==> src/rtl/frogger_pkg.sv <==
// Shared types and constants for the Frogger match-level control logic.
package frogger_pkg;

  localparam int SCORE_W = 4;

  typedef enum logic [1:0] {
    PLAY,
    ROUND_END,
    FLASH,
    HOLD
  } win_state_t;

endpackage

==> src/rtl/winner_sequencer_flash_timer.sv <==
// Half-period counter for blinking displays: counts 0..TICKS-1 while enabled
// and raises tc for one cycle on the last count. Disabling it rewinds to 0.
module flash_timer #(
  parameter int TICKS = 12_500_000
) (
  input  logic clk,
  input  logic reset_n,
  input  logic en,
  output logic tc
);

  localparam int CNT_W = (TICKS > 1) ? $clog2(TICKS) : 1;
  localparam logic [CNT_W-1:0] LAST = CNT_W'(TICKS - 1);

  logic [CNT_W-1:0] cnt;

  assign tc = en && (cnt == LAST);

  always_ff @(posedge clk or negedge reset_n) begin
    if (!reset_n) begin
      cnt <= '0;
    end else if (!en || cnt == LAST) begin
      cnt <= '0;
    end else begin
      cnt <= cnt + 1'b1;
    end
  end

endmodule

==> src/rtl/winner_sequencer.sv <==
// Match controller: tallies round wins, latches the match winner, flashes the
// winner display and waits for a restart press before starting a new match.
module winner_sequencer
  import frogger_pkg::*;
#(
  parameter int WIN_SCORE   = 3,
  parameter int FLASH_TICKS = 12_500_000,
  parameter int FLASH_COUNT = 3
) (
  input  logic               clk,
  input  logic               reset_n,
  input  logic               p1_goal,
  input  logic               p2_goal,
  input  logic               restart_btn,
  output logic               game_run,
  output logic               round_restart,
  output logic               f1,
  output logic               f2,
  output logic               disp_clear,
  output logic [SCORE_W-1:0] p1_score,
  output logic [SCORE_W-1:0] p2_score
);

  localparam int HALF_W = $clog2(2 * FLASH_COUNT + 1);
  localparam logic [HALF_W-1:0]  LAST_HALF = HALF_W'(2 * FLASH_COUNT - 1);
  localparam logic [SCORE_W-1:0] WIN_VAL   = SCORE_W'(WIN_SCORE);

  win_state_t         state;
  logic [HALF_W-1:0]  half_cnt;
  logic               flash_tc;
  logic [SCORE_W-1:0] p1_next;
  logic [SCORE_W-1:0] p2_next;

  assign p1_next = p1_score + 1'b1;
  assign p2_next = p2_score + 1'b1;

  flash_timer #(
    .TICKS(FLASH_TICKS)
  ) u_flash_timer (
    .clk    (clk),
    .reset_n(reset_n),
    .en     (state == FLASH),
    .tc     (flash_tc)
  );

  // Player 1 wins ties so the latched winner agrees with the display's f1 priority.
  always_ff @(posedge clk or negedge reset_n) begin
    if (!reset_n) begin
      state         <= PLAY;
      p1_score      <= '0;
      p2_score      <= '0;
      f1            <= 1'b0;
      f2            <= 1'b0;
      disp_clear    <= 1'b1;
      game_run      <= 1'b1;
      round_restart <= 1'b0;
      half_cnt      <= '0;
    end else begin
      case (state)
        PLAY: begin
          game_run      <= 1'b1;
          round_restart <= 1'b0;
          disp_clear    <= 1'b1;
          if (p1_goal) begin
            p1_score <= p1_next;
            game_run <= 1'b0;
            if (p1_next == WIN_VAL) begin
              f1         <= 1'b1;
              disp_clear <= 1'b0;
              state      <= FLASH;
            end else begin
              round_restart <= 1'b1;
              state         <= ROUND_END;
            end
          end else if (p2_goal) begin
            p2_score <= p2_next;
            game_run <= 1'b0;
            if (p2_next == WIN_VAL) begin
              f2         <= 1'b1;
              disp_clear <= 1'b0;
              state      <= FLASH;
            end else begin
              round_restart <= 1'b1;
              state         <= ROUND_END;
            end
          end
        end
        ROUND_END: begin
          round_restart <= 1'b0;
          game_run      <= 1'b1;
          state         <= PLAY;
        end
        FLASH: begin
          if (flash_tc) begin
            if (half_cnt == LAST_HALF) begin
              half_cnt   <= '0;
              disp_clear <= 1'b0;
              state      <= HOLD;
            end else begin
              half_cnt   <= half_cnt + 1'b1;
              disp_clear <= ~disp_clear;
            end
          end
        end
        HOLD: begin
          // game_run rises one cycle later, once PLAY has dropped round_restart.
          if (restart_btn) begin
            p1_score      <= '0;
            p2_score      <= '0;
            f1            <= 1'b0;
            f2            <= 1'b0;
            disp_clear    <= 1'b1;
            round_restart <= 1'b1;
            state         <= PLAY;
          end
        end
        default: state <= PLAY;
      endcase
    end
  end

endmodule

==> config.mk <==
export PLATFORM = sky130hd
export DESIGN_NAME = winner_sequencer
export DESIGN_NICKNAME = d
export VERILOG_FILES = /design/src/rtl/frogger_pkg.sv /design/src/rtl/winner_sequencer_flash_timer.sv /design/src/rtl/winner_sequencer.sv
export SDC_FILE = /design/constraint.sdc
export NUM_CORES = 1
export LEC_CHECK = 0
export ABC_AREA = 1
export BUFFER_PORTS_ARGS = -buffer_cell sky130_fd_sc_hd__buf_4
export CAP_MARGIN = 20
export CELL_PAD_IN_SITES_DETAIL_PLACEMENT = 0
export CELL_PAD_IN_SITES_GLOBAL_PLACEMENT = 1
export CORE_MARGIN = 2
export CORE_UTILIZATION = 40
export DETAILED_ROUTE_END_ITERATION = 12
export HOLD_SLACK_MARGIN = 0.15
export MAX_ROUTING_LAYER = met4
export PLACE_DENSITY = 0.75
export SETUP_SLACK_MARGIN = 0.1
export SYNTH_ARGS = -nofsm -noshare
export SYNTH_HDL_FRONTEND = slang
export SYNTH_SLANG_ARGS = --single-unit
==> constraint.sdc <==
create_clock -name clk -period 4.5 [get_ports clk]
set_input_delay 1.125 -clock clk [delete_from_list [all_inputs] [get_ports clk]]
set_output_delay 1.125 -clock clk [all_outputs]
set_load 0.1 [all_outputs]
# Word level (Yosys, flattened, before mapping)
# Cells that the tools add are included.
# Widths: inputs -> output; s select.
# classes
eq_ne,16
n_bitwise,1
mux,38
n_reduce_logical,16
addsub,4
# ops
cell,n
$add 24x1->24 const B,1
$eq 24x24->1 const B,1
$mux 24,1
$mux 1,17
$mux 4,4
$ne 2x2->1 const B,8
$pmux 4 s2,2
$mux 2,7
$reduce_and 4->1,3
$add 4x1->4 const B,2
$eq 4x2->1 const B,2
$pmux 2 s4,1
$pmux 1 s2,3
$pmux 1 s3,2
$reduce_and 3->1,2
$reduce_bool 3->1,2
$reduce_and 5->1,1
$eq 2x2->1 const B,2
$reduce_and 2->1,2
$reduce_bool 2->1,2
$add 3x1->3 const B,1
$eq 3x3->1 const B,1
$mux 3,1
$ne 3x3->1 const B,1
other kinds (6),6
# totals
input_bits,5
elab_cells,85
reg_bits,42
out_inout_bits,13

# Logic depth before layout (Yosys ltp)
# Gate-level depths: netlist of the first run.
# logic_depth
word_depth,6
ltp_mapped,11
depth_no_buf,10

# By module
# From an unflattened synthesis of the first run, not the netlist that was laid out.
# unflattened
cells_unflattened,348
area_unflattened_um2,2553.7
# modules_own_cells
module,area_per_inst_um2,seq_area_each_um2,cells_per_inst,n_inst
flash_timer,1574.0,600.6,219,1
winner_sequencer,979.7,452.9,129,1

# Worst setup path after synthesis of the first run
# No wires, ideal clock.
# synth_path
path_type,register to output
startpoint,register p1_score[0]
endpoint,output p1_score[0]
stages_incl_launch_ff,1
arrival_ns,0.970
required_ns,3.375
setup_slack_ns,2.405
cell_sequence,dfrtp_1
# synth_lines
item,line_no,rtl
start: declaration,winner_sequencer.sv:20,"output logic [SCORE_W-1:0] p1_score,"
start signal: assignment,winner_sequencer.sv:65,p1_score <= p1_next;
# No word-level cell between the ends.

# Worst setup path in the final report of the first run
# layout_path
startpoint,register disp_clear
endpoint,output disp_clear
# layout_lines
item,line_no,rtl
start: declaration,winner_sequencer.sv:19,"output logic disp_clear,"
start signal: assignment,winner_sequencer.sv:101,disp_clear <= ~disp_clear;
# No word-level cell between the ends.

==> qor.yml, run 1 <==
run_status:
  outcome: "finished, final reports clean"
yosys:
  synth_cell_types: 32
  syn_area_um2: 2380
  ys_ff_latch: 42
  yosysSeqAreaShare_pct: 44.2
  post_synth_inst_count: 311
  yosysWarnings: 0
  avgSynthCellArea_um2: 7.66
  syn_nets: 321
worst_setup_path:
  worstPathRequired_ps: 3380
  cp_slowest_cell: "dfstp_2"
  crit_type: "reg2out"
  worstPathArrival_ps: 1130
  end_kind: "output pin"
  cp_max_fo: 3
  startpoint_type: "register"
  crit_buf_inv: 1
  slowest_delay_ps: 540
  cp_top_family: "flip-flops"
  path_cells: "buf_4"
global_routing:
  grtUsageTotal_pct: 18.3
  grt_first_pass_wirelength_mm: 8.91
  grt_pass1_vias: 1911
  antenna_found_initial: 0
  grt-ovfl-total: 0
  grt_max_degree: 43
die:
  rows: 28
  die_x_um: 81.2
  ios: 18
  die-height_um: 81.2
  start_util_pct: 40.7
  core-area_um2: 5850
  dieArea_um2: 6590
clocking:
  cts_made_buffers: 5
  clockBufferDepth: 2
  root_buffer: "clkbuf_8"
  clkLatencyLatePin_ps: 300
  clk_pin_slew_ps: 80
  cts_resized: 0
  cts_tree: "yes"
  cts_setup_buffers: 0
  cts_sinks: 42
  htreeDepth: 2
  hold_buffers: 0
timing:
  fin_crit_sh_pct: 50.1
  rsz0062_at_grt: "no"
  tns_ps: 0
  setup_viol: 0
  min_period_ps: 2260
  drv_slew: 0
  hold_violations: 0
  max_slew_margin_pct: 63.3
  tightestPinTransition_ps: 551
  fin_skew_ps: 5.90
  timing.fmax_mhz: 443
placed_design:
  portBuffers: 17
  dp_hpwl_mm: 3.77
  place_congestion: 0.841
  placed_cells: 401
detailed_routing:
  wl_met3_um: 158
  wl_per_cell_um: 12.4
  routed.top_layer: "met4"
  vias_per_cell: 4.78
  firstDrtPassIters: 4
  drt_iter0_markers: 81
  vias: 1957
  drc_errors: 0
  finalWirelength_mm: 5.09
  ant_nets: 0
  wl_met1_mm: 2.42
  met2_wirelength_mm: 2.39
layout:
  multi_input_area_um2: 1140
  fin_nets: 343
  insertedDiodeCount: 0
  layout_commonest_cell: "nand2_1"
  layoutNonFillerInstCount: 409
  area_growth_pct: 13.1
  layout_common_cells: "69 x nand2_1, 52 x nor2_1, 40 x dfrtp_1"
  layout.area.seq_um2: 1050
  drive_above_1_share_pct: 17.1
  n_fill_cell: 600
power:
  irDropWorstVdd_mv: 0.486
  p_per_area_nw_per_um2: 582
  p_leak_uw: 0.00126
hold_path:
  hold_class: "reg2reg"
run:
  drv_cap: 0
## sequential cells by signal, summed over array words and instances, names as in the netlist
register and cells:
u_flash_timer.cnt 24, p1_score 4, game_run 1, p2_score 4, f1 1, f2 1
half_cnt 3, disp_clear 1, round_restart 1, state 2
## Yosys cell counts, drive strengths merged
cell     instances  area, um2
nand2           79        327
nor2            58        243
inv             44        165
dfrtp           40       1000
o21ai           22        114
nand3           18        110
nand4            9       56.3
a21oi            7       35.0
xor2             7       61.3
ha               5       62.6
xnor2            4       35.0
nor3             3       20.0
o21bai           3       26.3
o22ai            3       18.8
buf              2       18.8
dfstp            2       52.6
a2bb2oi          1       8.76
a32o             1       10.0
clkinv           1       3.75
nand3b           1       7.51
nor3b            1       7.51
## metal layers
layer,vias to the layer above,global-route usage (%)
li1,1034,-
met1,878,22.5
met2,34,30.0
met3,11,3.67
met4,0,6.61
met5,-,-
## layout make-up
| type | count | area share (%) |
|---|---|---|
| multi-input combinational | 222 | 42.4 |
| tap | 75 | 3.48 |
| timing repair buffer | 17 | 4.74 |
| clock inverter | 3 | 1.49 |
| inverter | 45 | 6.27 |
| sequential | 42 | 39.1 |
| clock buffer | 5 | 2.55 |
## logic make-up (layout without fill, tap and decap cells)
| kind of cell | after synthesis | after routing | synth area share, % |
|---|---|---|---|
| AO/OA/AOI/OAI | 37 | 37 | 8.92 |
| XOR/XNOR | 11 | 11 | 4.04 |
| adder cells (fa/ha/maj) | 5 | 5 | 2.62 |
| buffers and inverters | 47 | 70 | 7.87 |
| flip-flops | 42 | 42 | 44.2 |
| AND/OR/NAND/NOR | 169 | 169 | 32.3 |
## worst paths after layout
| check | slack, ps | endpoint | cells past startpoint | startpoint |
|---|---|---|---|---|
| min in group asynchronous | 810 | p1_score[2]$_DFFE_PN0P_ | 1 | reset_n |
| max | 2240 | disp_clear | 1 | disp_clear$_DFFE_PN1P_ |
| min reg2reg | 490 | disp_clear$_DFFE_PN1P_ | 2 | disp_clear$_DFFE_PN1P_ |
| max reg2reg | 2550 | u_flash_timer.cnt[4]$_DFF_PN0_ | 10 | u_flash_timer.cnt[0]$_DFF_PN0_ |
| min | 490 | disp_clear$_DFFE_PN1P_ | 2 | disp_clear$_DFFE_PN1P_ |
| max in group asynchronous | 3310 | disp_clear$_DFFE_PN1P_ | 1 | reset_n |
## power breakdown
part           switching [uW]  internal, uW  leakage (uW)
combinational             582           162      0.000637
clock                     139           164     0.0000579
sequential               74.9           448      0.000563
## through the flow
stage / setup WS [ps] / instance area, um2 / hold slack (ps) / total power (uW) / utilization (%)
floorplan: 2400 / 2380 / 473 / 1120 / -
global placement: 2510 / 2590 / 471 / 1280 / 44.2
detailed placement: 2500 / 2590 / 471 / 1280 / 44.2
CTS: 2240 / 2700 / 493 / 1580 / 46.1
global route: 2210 / 2700 / 530 / 1660 / 46.1
finish: 2240 / 2700 / 486 / 1570 / 46.1
Note: power is estimated with default switching activity, not from simulation.
==> run 2: changes to the inputs <==
==> constraint.sdc (replaced) <==
create_clock -name clk -period 2.1 [get_ports clk]
set_input_delay 0.525 -clock clk [delete_from_list [all_inputs] [get_ports clk]]
set_output_delay 0.525 -clock clk [all_outputs]
set_load 0.1 [all_outputs]
==> run 2 against run 1 <==
Critical endpoint is now u_flash_timer.cnt[4]$_DFF_PN0_. Clock skew rose by 2.6 ps. Highest routed layer unchanged. Cell area rose by 0.60%. Global-route usage is 0.65 points higher. Die area stayed put.
==> qor.yml, run 2 (synthesis results as in run 1) <==
timing:
  fin_crit_sh_pct: 79.6
  rsz0062_at_grt: "no"
  tightestPinTransition_ps: 545
  min_period_ps: 1670
  tns_ps: 0
  drv_slew: 0
  hold_violations: 0
  setup_viol: 0
  fin_skew_ps: 8.50
  timing.fmax_mhz: 598
  max_slew_margin_pct: 63.7
detailed_routing:
  vias: 1966
  finalWirelength_mm: 5.16
  drc_errors: 0
  drt_iter0_markers: 120
  ant_nets: 0
  firstDrtPassIters: 4
  vias_per_cell: 4.78
  wl_per_cell_um: 12.6
die:
  die_x_um: 81.2
  dieArea_um2: 6590
  die-height_um: 81.2
  ios: 18
  rows: 28
  core-area_um2: 5850
  start_util_pct: 40.7
hold_path:
  hold_class: "in2async"
layout:
  n_fill_cell: 582
  drive_above_1_share_pct: 17.3
  max_flop_register: "u_flash_timer.cnt"
  largest_reg_flops: 24
  reg.largest.list: "u_flash_timer.cnt x24, p1_score x4, p2_score x4"
  layout_commonest_cell: "nand2_1"
  area_growth_pct: 13.8
  multi_input_area_um2: 1140
  finish.utilization_pct: 46.3
  fin_nets: 345
  layout_common_cells: "69 x nand2_1, 52 x nor2_1, 40 x dfrtp_1"
  layout.area.seq_um2: 1050
  insertedDiodeCount: 0
worst_setup_path:
  timing.rr.end: "u_flash_timer.cnt[4]$_DFF_PN0_"
  startpoint_type: "register"
  end_kind: "register"
  rr_startpoint: "u_flash_timer.cnt[0]$_DFF_PN0_"
  r2r_setup_slack_ps: 430
  crit_type: "reg2reg"
  worstPathArrival_ps: 1900
  rr_worst_depth: 10
  worstPathRequired_ps: 2330
  cp_max_fo: 10
global_routing:
  grt-ovfl-total: 0
  grtUsageTotal_pct: 19.0
  grt_pass1_vias: 1984
  grt_first_pass_wirelength_mm: 9.10
  grt_max_degree: 43
  antenna_found_initial: 0
clocking:
  cts_tree: "yes"
  cts_made_buffers: 5
  clockBufferDepth: 2
  clk_pin_slew_ps: 80
  clkLatencyLatePin_ps: 300
  root_buffer: "clkbuf_8"
  cts_sinks: 42
  hold_buffers: 0
  cts_resized: 0
  htreeDepth: 2
  cts_setup_buffers: 0
run:
  drv_cap: 0
power:
  p_leak_uw: 0.00126
  p_per_area_nw_per_um2: 1240
  irDropWorstVdd_mv: 1.08
run_status:
  outcome: "finished, final reports clean"
placed_design:
  portBuffers: 17
  dp_hpwl_mm: 3.86
  place_congestion: 0.823
[run 2: changes by cell type in the layout (fill, tap and decap cells not counted), sizes merged]
cell | before | now
clkinvlp | 0 | 1
buf | 17 | 19
clkbuf | 5 | 6
clkinv | 3 | 1
[run 2: metal layers]
metal	vias to the layer above	share of wire [%]	global-route usage, %
met5	-	0	-
met4	0	3.6	9.15
met3	14	3.5	4.78
met2	31	45	29.8
met1	894	47	22.8
li1	1027	-	-
[run 2: final cells by class]
cell class / count / share of cell area (%)
Inverter: 45 / 6.23
Tap cell: 75 / 3.46
Clock inverter: 2 / 1.38
Timing Repair Buffer: 19 / 5.26
Clock buffer: 6 / 2.68
Sequential cell: 42 / 38.9
Multi-Input combinational cell: 222 / 42.1
[run 2: per-stage QoR]
step / setup slack, ps / cells / hold slack [ps] / area [um2] / power, uW
6_report: 428 / 411 / 205 / 2710 / 3360
5_1_grt: 197 / 411 / 250 / 2710 / 3570
4_1_cts: 408 / 411 / 230 / 2710 / 3390
3_5_place_dp: 428 / 403 / 468 / 2600 / 2740
3_3_place_gp: 484 / 403 / 470 / 2600 / 2730
2_1_floorplan: 131 / 311 / 229 / 2380 / 2400
[run 2: worst max-delay path, cell delays in order (launching register included)]
cell and delay, ps:
dfrtp_1 430, ha_1 240, nand2_2 80, inv_2 40, nand2_2 70, nor2_2 40, nand3_2 80, nand2_2 160
inv_1 220, o21ai_0 120, a21oi_1 130
[run 2: report_power, final]
part / leakage [uW] / total (uW) / internal, uW / switching, uW
clock: 0.0000514 / 650 / 355 / 295
combinational: 0.000646 / 1600 / 351 / 1250
sequential: 0.000563 / 1110 / 961 / 153
[run 2: worst max path at each step]
stage,startpoint,to,slack (ps),cells past startpoint
6_report,u_flash_timer.cnt[0]$_DFF_PN0_,u_flash_timer.cnt[4]$_DFF_PN0_,430,10
5_1_grt,u_flash_timer.cnt[0]$_DFF_PN0_,u_flash_timer.cnt[4]$_DFF_PN0_,200,10
4_1_cts,u_flash_timer.cnt[0]$_DFF_PN0_,u_flash_timer.cnt[4]$_DFF_PN0_,410,10
3_5_place_dp,u_flash_timer.cnt[0]$_DFF_PN0_,u_flash_timer.cnt[4]$_DFF_PN0_,430,10
3_3_place_gp,u_flash_timer.cnt[0]$_DFF_PN0_,u_flash_timer.cnt[13]$_DFF_PN0_,480,10
2_1_floorplan,p2_score[0]$_DFFE_PN0P_,state[0]$_DFFE_PN0P_,130,10
==> run 3: changes to the inputs <==
--- a/config.mk
+++ b/config.mk
@@ -5,7 +5,7 @@
 export SDC_FILE = /design/constraint.sdc
 export NUM_CORES = 1
 export LEC_CHECK = 0
-export ABC_AREA = 1
+export ABC_AREA = 0
 export BUFFER_PORTS_ARGS = -buffer_cell sky130_fd_sc_hd__buf_4
 export CAP_MARGIN = 20
 export CELL_PAD_IN_SITES_DETAIL_PLACEMENT = 0
@@ -15,7 +15,7 @@
 export DETAILED_ROUTE_END_ITERATION = 12
 export HOLD_SLACK_MARGIN = 0.15
 export MAX_ROUTING_LAYER = met4
-export PLACE_DENSITY = 0.75
+export PLACE_DENSITY = 0.74
 export SETUP_SLACK_MARGIN = 0.1
 export SYNTH_ARGS = -nofsm -noshare
 export SYNTH_HDL_FRONTEND = slang
==> constraint.sdc (replaced) <==
create_clock -name clk -period 1.4 [get_ports clk]
set_input_delay 0.35 -clock clk [delete_from_list [all_inputs] [get_ports clk]]
set_output_delay 0.35 -clock clk [all_outputs]
set_load 0.1 [all_outputs]
==> run 3 against run 2 <==
The run now ends with setup timing left. Critical path type unchanged. Largest power group unchanged. Clock power is 26% higher. Cell count is 5.8% lower. Core utilization is 25 points higher. Via count is 0.56% higher.
==> qor.yml, run 3 <==
worst_setup_path:
  r2r_setup_slack_ps: -490
  timing.rr.end: "disp_clear$_DFFE_PN1P_"
  worstPathRequired_ps: 1610
  worstPathArrival_ps: 2100
  rr_worst_depth: 6
  startpoint: "p2_score[0]$_DFFE_PN0P_"
  rr_startpoint: "p2_score[0]$_DFFE_PN0P_"
  end_kind: "register"
  crit_type: "reg2reg"
  startpoint_type: "register"
  critPathCapture: "disp_clear$_DFFE_PN1P_"
  cp_max_fo: 6
clocking:
  clkLatencyLatePin_ps: 300
  cts_made_buffers: 5
  clockBufferDepth: 2
  root_buffer: "clkbuf_8"
  cts_sinks: 42
  cts_tree: "yes"
  htreeDepth: 2
  clk_pin_slew_ps: 70
timing:
  timing.fmax_mhz: 529
  rsz0062_at_grt: "yes"
  fin_skew_ps: 8.01
  fin_crit_sh_pct: 135
  hold_violations: 0
  tightestPinTransition_ps: 356
  setup_ws_ps: -489
  drv_slew: 0
  min_period_ps: 1890
  setup_viol: 40
  tns_ps: -9190
  max_slew_margin_pct: 76.1
power:
  p_per_area_nw_per_um2: 2020
  p_leak_uw: 0.00163
  swShare_pct: 45.8
  clock_power_share_pct: 10.8
  irDropWorstVdd_mv: 1.95
  pwr-share-seq_pct: 25.0
  p_comb_share_pct: 64.1
  p_int_uw: 4090
  switchingPower_uw: 3450
yosys:
  yosys-top-cells-count: "40 x dfrtp_1, 35 x nor2_1, 19 x xor2_1, 13 x a21oi_1, 12 x nand3_1"
  post-synth-top-area-cell: "dfrtp_1"
  syn_area_um2: 2190
  synth_ff_type: "dfrtp_1"
  yosysTopAreaCellShare_pct: 45.8
  yosysWarnings: 0
  avgSynthCellArea_um2: 9.99
  async_flop_share_pct: 100
  ys_ff_latch: 42
  synth_area_leaders: "dfrtp_1 46%, xor2_1 7.6%, nor2_1 6.0%"
  synth_cell_types: 43
  syn_nets: 229
  yosysSeqAreaShare_pct: 48.2
  post_synth_inst_count: 219
  synth_edf_count: 0
  yosysMostFrequentCell: "dfrtp_1"
global_routing:
  grt-ovfl-total: 0
  grtUsageTotal_pct: 20.0
  antenna_found_initial: 0
  grt_first_pass_wirelength_mm: 9.32
  grt_max_degree: 28
  grt_pass1_vias: 1998
detailed_routing:
  finalWirelength_mm: 5.67
  ant_nets: 0
  firstDrtPassIters: 4
  drt_iter0_markers: 90
  wl_per_cell_um: 14.7
  vias: 1977
  drc_errors: 0
  vias_per_cell: 5.11
die:
  core-area_um2: 5200
  die-height_um: 77.9
  dieArea_um2: 6080
  rows: 26
  die_x_um: 77.9
  start_util_pct: 42.0
  ios: 18
run:
  drv_cap: 0
layout:
  largest_reg_flops: 24
  max_flop_register: "u_flash_timer.cnt"
  layout_common_cells: "61 x buf_4, 30 x dfrtp_1, 17 x buf_6"
  drive_above_1_share_pct: 56.5
  fin_nets: 326
  layout_commonest_cell: "buf_4"
  insertedDiodeCount: 0
  n_fill_cell: 383
  reg.largest.list: "u_flash_timer.cnt x24, p1_score x4, p2_score x4"
  finish.utilization_pct: 71.7
  area_growth_pct: 70.6
placed_design:
  dp_hpwl_mm: 3.39
  place_congestion: 0.783
  portBuffers: 17
run_status:
  outcome: "finished with violations"
  violations: "setup timing"
hold_path:
  holdPathStages: 3
  hold_class: "in2reg"
## run 3: cell types whose count changed after synthesis, sizes merged, moves of 4 or more
cell and change:
nand2 -69, inv -35, nor2 -23, o21ai -15
xor2 +12, a21oi +6, nand3 -5, a31oi +4
and2 +4, mux2 +4
## run 3: how the worst min path moves through the flow
stage / startpoint / endpoint / slack, ps
after floorplan: reset_n / f1$_DFFE_PN0P_ / 50
after global placement: reset_n / u_flash_timer.cnt[12]$_DFF_PN0_ / 230
after detailed placement: reset_n / u_flash_timer.cnt[12]$_DFF_PN0_ / 240
after CTS: p2_goal / f2$_DFFE_PN0P_ / 360
after global routing: p2_goal / f2$_DFFE_PN0P_ / 370
final: p2_goal / f2$_DFFE_PN0P_ / 360
## run 3: critical path, stage by stage, from the launching register on
cell       delay [ps]
dfrtp_4           520
ha_4              180
xor2_2            150
a2111oi_4         370
a31oi_2           110
o311ai_1          300
o221ai_1          170
## run 3: cell type report
class	instances	area, um2	share of cell area [%]
clock buffer	8	90.1	2.41
inverter	9	33.8	0.905
timing repair buffer	96	1010	27.0
sequential	42	1080	29.0
multi-input combinational	162	1430	38.3
tap	70	87.6	2.35
## run 3: stage by stage
step                      cells  power (uW)  instance area (um2)  setup WS [ps]  hold WS (ps)
after global routing        387        7870                 3730           -560           367
after floorplan             219        4100                 2300           -402          54.4
final                       387        7540                 3730           -489           359
after global placement      354        5110                 2920           -316           231
after CTS                   379        7050                 3430           -372           361
after detailed placement    354        5150                 2920           -393           237
## run 3: kinds of logic after synthesis
kind of cell	share of synthesized area, %
and+or+nand+nor	22.5
buffers and inverters	2.97
muxes	2.06
xor gates and xnor gates	10.4
AOI/OAI and AO/OA	11.0
adders and majority gates	2.86
DFF	48.2
## run 3: power by group through the flow
stage | Sequential [uW] | Combinational [uW] | Clock (uW)
6_report | 1890 | 4840 | 818
3_5_place_dp | 1830 | 3310 | 0
3_3_place_gp | 1820 | 3290 | 0
4_1_cts | 1850 | 4350 | 847
5_1_grt | 1930 | 5050 | 894
2_1_floorplan | 3130 | 970 | 0
## run 3: routing by layer
metal | part of all wire [%] | track usage, % | routed length (um)
met5 | 0 | - | 0
met4 | 2.0 | 9.12 | 114
met3 | 2.5 | 3.14 | 143
met2 | 50 | 31.6 | 2860
met1 | 45 | 25.5 | 2550
## run 3: timing repair
item                                   4_1_cts  5_1_grt
resized for setup                           62       61
endpoints found under the hold margin       14        0
buffers inserted                            15       10
hold buffers                                 1        0
gates cloned                                 2        0
setup endpoints to repair                   48       52
pin swaps                                    5        9
